`src/rtl/instruction_fetch_if.sv`:
```
// Memory read port and instruction handshake between instruction_fetch (master)
// and the memory / control unit on the other side (slave).
interface instruction_fetch_if;
    logic        mem_rd;
    logic [15:0] mem_addr;
    logic [7:0]  mem_rdata;
    logic        instr_valid;
    logic        instr_ready;
    logic [7:0]  instr_opcode;
    logic [15:0] instr_operand;
    logic [1:0]  instr_len;
    logic [15:0] instr_pc;
    logic [15:0] instr_next_pc;
    logic        instr_illegal;

    modport master (
        output mem_rd,
        output mem_addr,
        input  mem_rdata,
        output instr_valid,
        input  instr_ready,
        output instr_opcode,
        output instr_operand,
        output instr_len,
        output instr_pc,
        output instr_next_pc,
        output instr_illegal
    );

    modport slave (
        input  mem_rd,
        input  mem_addr,
        output mem_rdata,
        input  instr_valid,
        output instr_ready,
        input  instr_opcode,
        input  instr_operand,
        input  instr_len,
        input  instr_pc,
        input  instr_next_pc,
        input  instr_illegal
    );
endinterface

```
`src/rtl/instruction_fetch.sv`:
```
// Instruction fetch unit: reads opcode and 0-2 operand bytes from memory and presents
// the complete instruction to the control unit on a valid/ready handshake.
module instruction_fetch #(
    parameter logic [15:0] RESET_PC = 16'h0200
) (
    input  logic                       clk,
    input  logic                       reset,
    instruction_fetch_if.master        bus,
    input  logic                       pc_load,
    input  logic [15:0]                pc_new
);

    typedef enum logic [2:0] {
        StFetchOp,
        StLatchOp,
        StFetchLo,
        StLatchLo,
        StFetchHi,
        StLatchHi,
        StValid
    } state_e;

    state_e      state_q, state_d;
    logic [15:0] pc_q, pc_d;
    logic [7:0]  opcode_q, opcode_d;
    logic [7:0]  lo_q, lo_d;
    logic [7:0]  hi_q, hi_d;

    // Returns {illegal, len}.
    function automatic logic [2:0] decode(input logic [7:0] op);
        logic [2:0] res;
        if (op[1:0] == 2'b01) begin
            unique case (op[4:2])
                3'b011, 3'b110, 3'b111: res = {1'b0, 2'd3};
                default:                res = {1'b0, 2'd2};
            endcase
        end else if (op[4:0] == 5'b10010) begin
            res = {1'b0, 2'd2};
        end else begin
            res = {1'b1, 2'd1};
        end
        return res;
    endfunction

    logic [2:0]  dec_cur;
    logic [2:0]  dec_rdata;
    logic [1:0]  cur_len;
    logic [15:0] next_pc;

    assign dec_cur   = decode(opcode_q);
    assign dec_rdata = decode(bus.mem_rdata);
    assign cur_len   = dec_cur[1:0];
    assign next_pc   = pc_q + {14'b0, cur_len};

    always_ff @(posedge clk or negedge reset) begin
        if (!reset) begin
            state_q  <= StFetchOp;
            pc_q     <= RESET_PC;
            opcode_q <= 8'h00;
            lo_q     <= 8'h00;
            hi_q     <= 8'h00;
        end else begin
            state_q  <= state_d;
            pc_q     <= pc_d;
            opcode_q <= opcode_d;
            lo_q     <= lo_d;
            hi_q     <= hi_d;
        end
    end

    always_comb begin
        state_d  = state_q;
        pc_d     = pc_q;
        opcode_d = opcode_q;
        lo_d     = lo_q;
        hi_d     = hi_q;
        unique case (state_q)
            StFetchOp: begin
                opcode_d = 8'h00;
                lo_d     = 8'h00;
                hi_d     = 8'h00;
                state_d  = StLatchOp;
            end
            StLatchOp: begin
                opcode_d = bus.mem_rdata;
                state_d  = (dec_rdata[1:0] >= 2'd2) ? StFetchLo : StValid;
            end
            StFetchLo: state_d = StLatchLo;
            StLatchLo: begin
                lo_d    = bus.mem_rdata;
                state_d = (cur_len == 2'd3) ? StFetchHi : StValid;
            end
            StFetchHi: state_d = StLatchHi;
            StLatchHi: begin
                hi_d    = bus.mem_rdata;
                state_d = StValid;
            end
            StValid: begin
                if (bus.instr_ready) begin
                    pc_d    = next_pc;
                    state_d = StFetchOp;
                end
            end
            default: state_d = StFetchOp;
        endcase
        // A redirect overrides everything, including an accept and any byte in flight.
        if (pc_load) begin
            pc_d     = pc_new;
            state_d  = StFetchOp;
            opcode_d = opcode_q;
            lo_d     = lo_q;
            hi_d     = hi_q;
        end
    end

    // Gated by reset so the strobe is quiet while held in reset yet fires the first clock after.
    always_comb begin
        bus.mem_rd   = 1'b0;
        bus.mem_addr = 16'h0000;
        if (reset) begin
            unique case (state_q)
                StFetchOp: begin
                    bus.mem_rd   = 1'b1;
                    bus.mem_addr = pc_q;
                end
                StFetchLo: begin
                    bus.mem_rd   = 1'b1;
                    bus.mem_addr = pc_q + 16'd1;
                end
                StFetchHi: begin
                    bus.mem_rd   = 1'b1;
                    bus.mem_addr = pc_q + 16'd2;
                end
                default: ;
            endcase
        end
    end

    always_comb begin
        bus.instr_valid   = 1'b0;
        bus.instr_opcode  = 8'h00;
        bus.instr_operand = 16'h0000;
        bus.instr_len     = 2'd0;
        bus.instr_pc      = 16'h0000;
        bus.instr_next_pc = 16'h0000;
        bus.instr_illegal = 1'b0;
        if (state_q == StValid) begin
            bus.instr_valid   = 1'b1;
            bus.instr_opcode  = opcode_q;
            bus.instr_operand = {hi_q, lo_q};
            bus.instr_len     = cur_len;
            bus.instr_pc      = pc_q;
            bus.instr_next_pc = next_pc;
            bus.instr_illegal = dec_cur[2];
        end
    end

endmodule

```
`src/flat_wrapper.sv`:
```
// flat-port wrapper written by rule: the top's interface ports become plain ports
module instruction_fetch_flat 
#(
    parameter logic [15:0] RESET_PC = 16'h0200
)
  (clk, reset, pc_load, pc_new, bus_mem_rd, bus_mem_addr, bus_mem_rdata, bus_instr_valid, bus_instr_ready, bus_instr_opcode, bus_instr_operand, bus_instr_len, bus_instr_pc, bus_instr_next_pc, bus_instr_illegal);
  instruction_fetch_if bus_i ();
  input  logic clk;
  input  logic reset;
  input  logic pc_load;
  input  logic [15:0] pc_new;
  output wire logic [$bits(bus_i.mem_rd)-1:0] bus_mem_rd;
  output wire logic [$bits(bus_i.mem_addr)-1:0] bus_mem_addr;
  input wire logic [$bits(bus_i.mem_rdata)-1:0] bus_mem_rdata;
  output wire logic [$bits(bus_i.instr_valid)-1:0] bus_instr_valid;
  input wire logic [$bits(bus_i.instr_ready)-1:0] bus_instr_ready;
  output wire logic [$bits(bus_i.instr_opcode)-1:0] bus_instr_opcode;
  output wire logic [$bits(bus_i.instr_operand)-1:0] bus_instr_operand;
  output wire logic [$bits(bus_i.instr_len)-1:0] bus_instr_len;
  output wire logic [$bits(bus_i.instr_pc)-1:0] bus_instr_pc;
  output wire logic [$bits(bus_i.instr_next_pc)-1:0] bus_instr_next_pc;
  output wire logic [$bits(bus_i.instr_illegal)-1:0] bus_instr_illegal;
  assign bus_mem_rd = bus_i.mem_rd;
  assign bus_mem_addr = bus_i.mem_addr;
  assign bus_i.mem_rdata = bus_mem_rdata;
  assign bus_instr_valid = bus_i.instr_valid;
  assign bus_i.instr_ready = bus_instr_ready;
  assign bus_instr_opcode = bus_i.instr_opcode;
  assign bus_instr_operand = bus_i.instr_operand;
  assign bus_instr_len = bus_i.instr_len;
  assign bus_instr_pc = bus_i.instr_pc;
  assign bus_instr_next_pc = bus_i.instr_next_pc;
  assign bus_instr_illegal = bus_i.instr_illegal;
  instruction_fetch #(.RESET_PC(RESET_PC)) u_core (.clk(clk), .reset(reset), .bus(bus_i), .pc_load(pc_load), .pc_new(pc_new));
endmodule
```
`config.mk`:
```
export PLATFORM = sky130hd
export DESIGN_NAME = instruction_fetch_flat
export DESIGN_NICKNAME = d
export VERILOG_FILES = /design/src/rtl/instruction_fetch_if.sv /design/src/rtl/instruction_fetch.sv /design/src/flat_wrapper.sv
export SDC_FILE = /design/constraint.sdc
export NUM_CORES = 1
export LEC_CHECK = 0
export CAP_MARGIN = 40
export CORE_MARGIN = 5
export CORE_UTILIZATION = 50
export DETAILED_ROUTE_END_ITERATION = 8
export DONT_BUFFER_PORTS = 1
export SYNTH_ARGS = -nofsm -noshare
export SYNTH_HDL_FRONTEND = slang
export SYNTH_SLANG_ARGS = --single-unit
```
`constraint.sdc`:
```
create_clock -name clk -period 2.89 [get_ports clk]
set_input_delay 0.289 -clock clk [delete_from_list [all_inputs] [get_ports clk]]
set_output_delay 0.289 -clock clk [all_outputs]
set_load 0.05 [all_outputs]
```
-- Word level (Yosys, flattened, before mapping)
Cells that the tools add are included.
- input port bits: 28
- output and inout port bits: 77
- logic and storage cells: 69
- flip-flop bits (word level): 43
- reductions and logical operators: 13
- muxes and demuxes: 28
- bitwise logic cells: 1
- $lt $le $gt $ge: 1
- eq/ne operators: 18
- add/sub/neg operators: 3
- operators with widths (operator ; count):
    $mux 16 ; 7
    $pmux 16 s3 ; 1
    $pmux 8 s2 ; 3
    $eq 3x3->1 const B ; 7
    $pmux 3 s7 ; 1
    $add 16x1->16 const B ; 1
    $add 16x2->16 ; 1
    $add 16x2->16 const B ; 1
    $mux 3 ; 5
    $eq 3x2->1 const B ; 4
    $eq 5x5->1 const B ; 2
    $reduce_bool 2->1 ; 5
    $reduce_or 3->1 ; 3
    $mux 2 ; 4
    $mux 8 ; 1
    $reduce_and 2->1 ; 4
    $mux 1 ; 6
    $eq 2x1->1 const B ; 2
    $eq 3x1->1 const B ; 1
    $logic_not 3->1 ; 1
    $ne 3x3->1 const B ; 1
    $eq 2x2->1 const B ; 1
    $ge 2x2->1 const B ; 1
    $not 1->1 ; 1

-- Logic depth before layout (Yosys ltp)
- depth in word-level cells: 8
- gate-level depth with buffers: 9
- mapped depth without buffers: 9

-- Least setup slack after synthesis
Ideal clock, no wire load.
- path kind: register -> output
- from: register u_core.opcode_q[0]
- to: output port bus_instr_next_pc[6]
- data arrival time: 2.740 ns
- path buffers: 0
- path slack: -0.139 ns
- required time: 2.601 ns
- stages on the path, launching flop included: 9
- cell sequence: dfrtp_1 nor4b_1 mux2_2 nand2_1 ha_1 fa_1 nand3_1 o21ai_0 a21oi_1
- word-level cells in the longest chain between the ends: 5
- elaborated cells between the ends (all ways): 6
- classes of those cells: add/sub: 1; eq/ne: 2; mux: 3
- ends and longest elaborated chain (what ; RTL line ; text):
    start, declared ; instruction_fetch.sv:25 ; logic [7:0] opcode_q, opcode_d;
    start signal, assigned ; instruction_fetch.sv:65 ; opcode_q <= opcode_d;
    $eq 5x5->1 ; instruction_fetch.sv:37 ; end else if (op[4:0] == 5'b10010) begin
    $mux 3 ; instruction_fetch.sv:37 ;
    $mux 3 * ; instruction_fetch.sv:32 ; if (op[1:0] == 2'b01) begin
    $add 16x2->16 * ; instruction_fetch.sv:53 ; assign next_pc = pc_q + {14'b0, cur_len};
    $mux 16 * ; instruction_fetch.sv:147 ; if (state_q == StValid) begin
    end, declared ; flat_wrapper.sv:21 ; output wire logic [$bits(bus_i.instr_next_pc)-1:0] bus_instr_next_pc;
Every way passes the cells marked *; elsewhere a longest branch is shown, timed or not.

-- Worst setup path in the final report
- from: register u_core.opcode_q[2]
- to: output port bus_instr_next_pc[10]
- word-level cells in the longest chain between the ends: 6
- elaborated cells between the ends (all ways): 10
- classes of those cells: add/sub: 1; eq/ne: 4; mux: 4; reduce/logical: 1
- ends and longest elaborated chain (what ; RTL line ; text):
    $eq 3x2->1 / $eq 3x3->1 (equally long branches) ; instruction_fetch.sv:33 ; unique case (op[4:2])
    $reduce_or 3->1 ; instruction_fetch.sv:33 ;
    $mux 1 ; instruction_fetch.sv:33 ;
    $mux 3 * ; instruction_fetch.sv:32 ;
    $add 16x2->16 * ; instruction_fetch.sv:53 ;
    $mux 16 * ; instruction_fetch.sv:147 ;
Marks and branches as above.

==> results.md <==
- The flow ran to the end, but the final reports show violations.
- The final reports fail on setup timing.
- The number of nets produced by synthesis is around 500.
- The timing-limited maximum frequency is roughly 0.34 GHz.
- The repair_antennas step left the layout with diodes totalling 0.
- The area occupied by multi-input gates is about 0.0024 mm².
- STA puts the critical path data required time at 2.60 ns.
- In this run, the combinational gates consume 37.1% of the power.
- Once detailed placement completed, the half-perimeter wirelength came to about 8500 µm.
- Setup violations remaining at the end of the flow were counted as 1.
- The endpoint of the lowest-slack register-to-register path is u_core.pc_q[6].
- For this run, the number of Yosys warnings is 0.
- The final critical path takes up 101% of the cycle.
- The analysis attributes to cell leakage a power of roughly 2.1 nW.
- The maximum fanout along the worst path is 5.
- The number of slew-limit violations in the final report was 0.
- The via count of the first global-routing pass is 3752.
- Wires add up to 12000 µm.
- The startpoint kind of the worst setup timing path is a register.
- Across the VDD grid, the largest voltage drop is 0.332 mV.
- Across the run, the number of max-cap violations was 0.
- The routed layout has between 3000 and 4000 vias.
- OpenSTA, run right after detailed placement, puts the worst setup slack at just over 0.09 ns.
- The width of the die is ~95 µm.
- The total of fill cells in the finished design is slightly above 500.
- The final worst-path setup slack is -0.0154 ns.
- The cell area after technology mapping is ~0.0036 mm².
- On the final layout, the worst clock skew is 0.0113 ns.
- The synthesized design contains 0 enable-type register cells.
- The ratio of total power to cell area is 359 mW/mm².
- The logic depth of the worst register-to-register path is 11.
- TritonCTS built the clock tree.
- Clock-pin slew was measured on the worst setup and hold paths at 0.10 ns.
- Internal power comes to between 0.001 and 0.0015 W.
- The register-to-register setup slack is between 0.3 and 0.4 ns.
- The row count is 30.
- For the pin with the worst max-slew slack, the measured transition is approximately 0.63 ns.
- In this run the power spent charging and discharging nets is approximately 0.00076 W.
- In the layout the commonest cells are 56 x sky130_fd_sc_hd__buf_4, 54 x sky130_fd_sc_hd__nand2_1, 52 x sky130_fd_sc_hd__nor2_1, 47 x sky130_fd_sc_hd__buf_12, 42 x sky130_fd_sc_hd__dfrtp_1.
- The share of final-layout standard cells stronger than drive strength 1 is 28.1%.
- STA classifies the critical path endpoint as an output port.
- The worst slew margin relative to its limit is between 50% and 60%.
- In this run the most critical hold path is launched from pc_load.
- The number of nets in the final layout is 587.
- The count of cells along the worst hold path is 1.
- The total power is between 0.0015 and 0.002 W.
- The path category of the worst min-delay check is input port to register.
- The height of the die is 94.6 µm.
- For this run, asynchronously set or reset flops after synthesis account for 100%.
- In the routed design, unresolved DRC markers number 0.
- The die covers 0.00895 mm².
- The clock buffer count from CTS is 5.
- No sink is reached through more buffers than the 2 on the longest clock path.
- The switching share of power is 40.7%.
- Summed over all instances, the cell type with the most area after synthesis is sky130_fd_sc_hd__dfrtp_1.
- The critical path is of the register to output port type.
- The number of search-and-repair iterations in the first detailed-routing pass is 5.
- The register area is approximately 0.0011 mm².
- After synthesis the netlist holds a flip-flop and latch count of between 40 and 50.
- The port buffer count is 0.
- The post-detailed-route via-to-cell ratio is between 6 and 7.
- Of the synthesized area, sequential elements account for around 30%.
- The latest clock arrival within the worst-skew pair is about 0.3 ns.
- The top flip-flop cell by instance count after synthesis is sky130_fd_sc_hd__dfrtp_1.
- The design area is 0.00522 mm².
- The relative contribution of sequential cells to total power is 41.0%.
- In the final routed layout, each cell accounts on average for 18.5 µm.
- For this design the top-level I/O count stands at 105.
- The clock sink total is 43.
- Compared with the post-synthesis result, the final layout area differs by 45.9%.
- The netlist uses just under 60 different library cells.
- The clock period minus final worst setup slack is slightly below 3 ns.
- The area fraction of the dominant cell type after synthesis is between 20% and 30%.
- The detailed router finished its first iteration with around 250 violations.
- Entering global routing, the biggest net connects between 40 and 50 pins.
- The power share of the clock group is 21.9%.
- The arrival time at the worst endpoint is around 2.6 ns.
- The total cell area at the placement stage is between 0.004 and 0.005 mm².
- The initial standard-cell utilization of the core is 52.1%.
- By area the synthesized netlist is led by sky130_fd_sc_hd__dfrtp_1 29%, sky130_fd_sc_hd__and2_1 7.0%, sky130_fd_sc_hd__nand2_1 6.0%.
- The hold violation total from the final report is 0.
- The core region is 0.00687 mm².
- The number of antenna violations at the first check in global routing is 0.
- At the end of routability-driven placement, the weighted congestion stood at approximately 0.90.
- The level count of the clock H-tree is 2.
- After synthesis, the mean cell area works out to between 7 and 8 µm².
- The total routing resource utilization after global routing is 27.0%.
- The CTS root buffer is sky130_fd_sc_hd__clkbuf_8.
- The remaining antenna violation count after routing is 0.
- Once layout is complete, the utilization of the core stands at between 70% and 80%.
- The cell count after synthesis came out at 480.
- The first global-routing pass estimated approximately 19000 µm of wire.
- Leaving out fill and tap cells, the most frequent cell in the layout is sky130_fd_sc_hd__buf_4.
- Setup repair after global routing could not meet its margin everywhere.
- After global routing the overflow that remains totals 0.
- The beginning of the worst register-to-register path is u_core.opcode_q[0].
- The endpoint of the worst hold path is u_core.state_q[1].
[worst max-delay path, cell delays in order, from the launching register on]
cell and delay [ns]:
sky130_fd_sc_hd__dfrtp_1 0.45, sky130_fd_sc_hd__o21ai_0 0.47, sky130_fd_sc_hd__nand2_4 0.09, sky130_fd_sc_hd__ha_4 0.19, sky130_fd_sc_hd__fa_2 0.46, sky130_fd_sc_hd__nand3_4 0.14
sky130_fd_sc_hd__nor3_2 0.06, sky130_fd_sc_hd__xnor2_1 0.13, sky130_fd_sc_hd__nor2_2 0.17, sky130_fd_sc_hd__buf_12 0.15
[cells in the mapped netlist, types with 4 or more instances]
cell type	number
sky130_fd_sc_hd__nand4_1	11
sky130_fd_sc_hd__mux2_2	4
sky130_fd_sc_hd__nand3_1	10
sky130_fd_sc_hd__nor3_1	16
sky130_fd_sc_hd__a31oi_1	8
sky130_fd_sc_hd__a21oi_1	22
sky130_fd_sc_hd__nor2_1	56
sky130_fd_sc_hd__o2bb2ai_1	8
sky130_fd_sc_hd__nor4_1	9
sky130_fd_sc_hd__a211oi_1	7
sky130_fd_sc_hd__inv_1	10
sky130_fd_sc_hd__a22o_1	9
sky130_fd_sc_hd__or3_1	4
sky130_fd_sc_hd__and2_1	40
sky130_fd_sc_hd__o21ai_0	40
sky130_fd_sc_hd__clkbuf_1	30
sky130_fd_sc_hd__ha_1	4
sky130_fd_sc_hd__dfrtp_1	42
sky130_fd_sc_hd__o31ai_1	4
sky130_fd_sc_hd__xnor2_1	17
sky130_fd_sc_hd__nand2_1	57
sky130_fd_sc_hd__buf_2	12
[sequential cells by signal, indices dropped and copies added, names as in the netlist]
name	flops
u_core.pc_q	16
u_core.hi_q	8
u_core.lo_q	8
u_core.opcode_q	8
u_core.state_q	3
[power groups by stage]
stage | sequential [W] | combinational [W] | clock [W]
floorplan | 0.000716 | 0.000479 | 0
global placement | 0.000763 | 0.000615 | 0
detailed placement | 0.000768 | 0.000624 | 0
CTS | 0.000759 | 0.000656 | 0.000405
global route | 0.000779 | 0.000753 | 0.000432
finish | 0.000767 | 0.000695 | 0.000410
[worst max path at each step]
stage / startpoint / slack, ns / depth (start not counted) / end
floorplan: u_core.opcode_q[0] / 0.06 / 9 / bus_instr_next_pc[14]
detailed placement: u_core.opcode_q[3] / 0.09 / 10 / bus_instr_next_pc[12]
CTS: u_core.opcode_q[4] / 0.01 / 9 / bus_instr_next_pc[15]
global placement: u_core.opcode_q[3] / 0.12 / 10 / bus_instr_next_pc[12]
global route: u_core.opcode_q[3] / -0.12 / 10 / bus_instr_next_pc[10]
finish: u_core.opcode_q[2] / -0.02 / 9 / bus_instr_next_pc[10]
[cell type report]
cell class                      count  area share [%]
Timing Repair Buffer              110            27.9
Inverter                           10           0.719
Sequential cell                    43            20.6
Multi-Input combinational cell    384            46.8
Clock inverter                      2           0.264
Clock buffer                        6            1.39
Tap cell                           96            2.30
[metrics by stage]
stage / setup TNS [ns] / std cells / hold slack (ns)
5_1_grt: -0.851 / 651 / 0.0412
2_1_floorplan: 0 / 480 / -0.00659
3_5_place_dp: 0 / 632 / -0.00507
4_1_cts: 0 / 645 / 0.0466
6_report: -0.0154 / 651 / 0.0457
3_3_place_gp: 0 / 632 / -0.00519
[cells by family (layout without fill, tap and decap cells)]
| group | count (synthesis) | after routing | synth area share, % |
|---|---|---|---|
| adder cells (fa/ha/maj) | 5 | 5 | 1.96 |
| flip-flops | 43 | 43 | 30.1 |
| AO/OA/AOI/OAI | 123 | 123 | 22.6 |
| XOR/XNOR | 18 | 18 | 4.41 |
| multiplexers | 7 | 7 | 2.10 |
| buffers and inverters | 54 | 128 | 6.19 |
| AND/OR/NAND/NOR | 230 | 231 | 32.6 |
[layer usage]
layer / GRT usage, % / vias up / part of all wire [%]
li1: - / 1845 / -
met1: 33.6 / 1864 / 39
met2: 46.3 / 179 / 50
met3: 5.50 / 29 / 7.5
met4: 9.62 / 0 / 3.2
met5: 0 / - / 0
[repair_timing]
item,in CTS,in global routing
setup endpoints to repair,10,10
endpoints found under the hold margin,43,0
setup buffers,3,5
resized for setup,7,20
cloned,0,1
hold buffers,2,0
pin swaps,1,11
(Power assumes the default switching activity.)
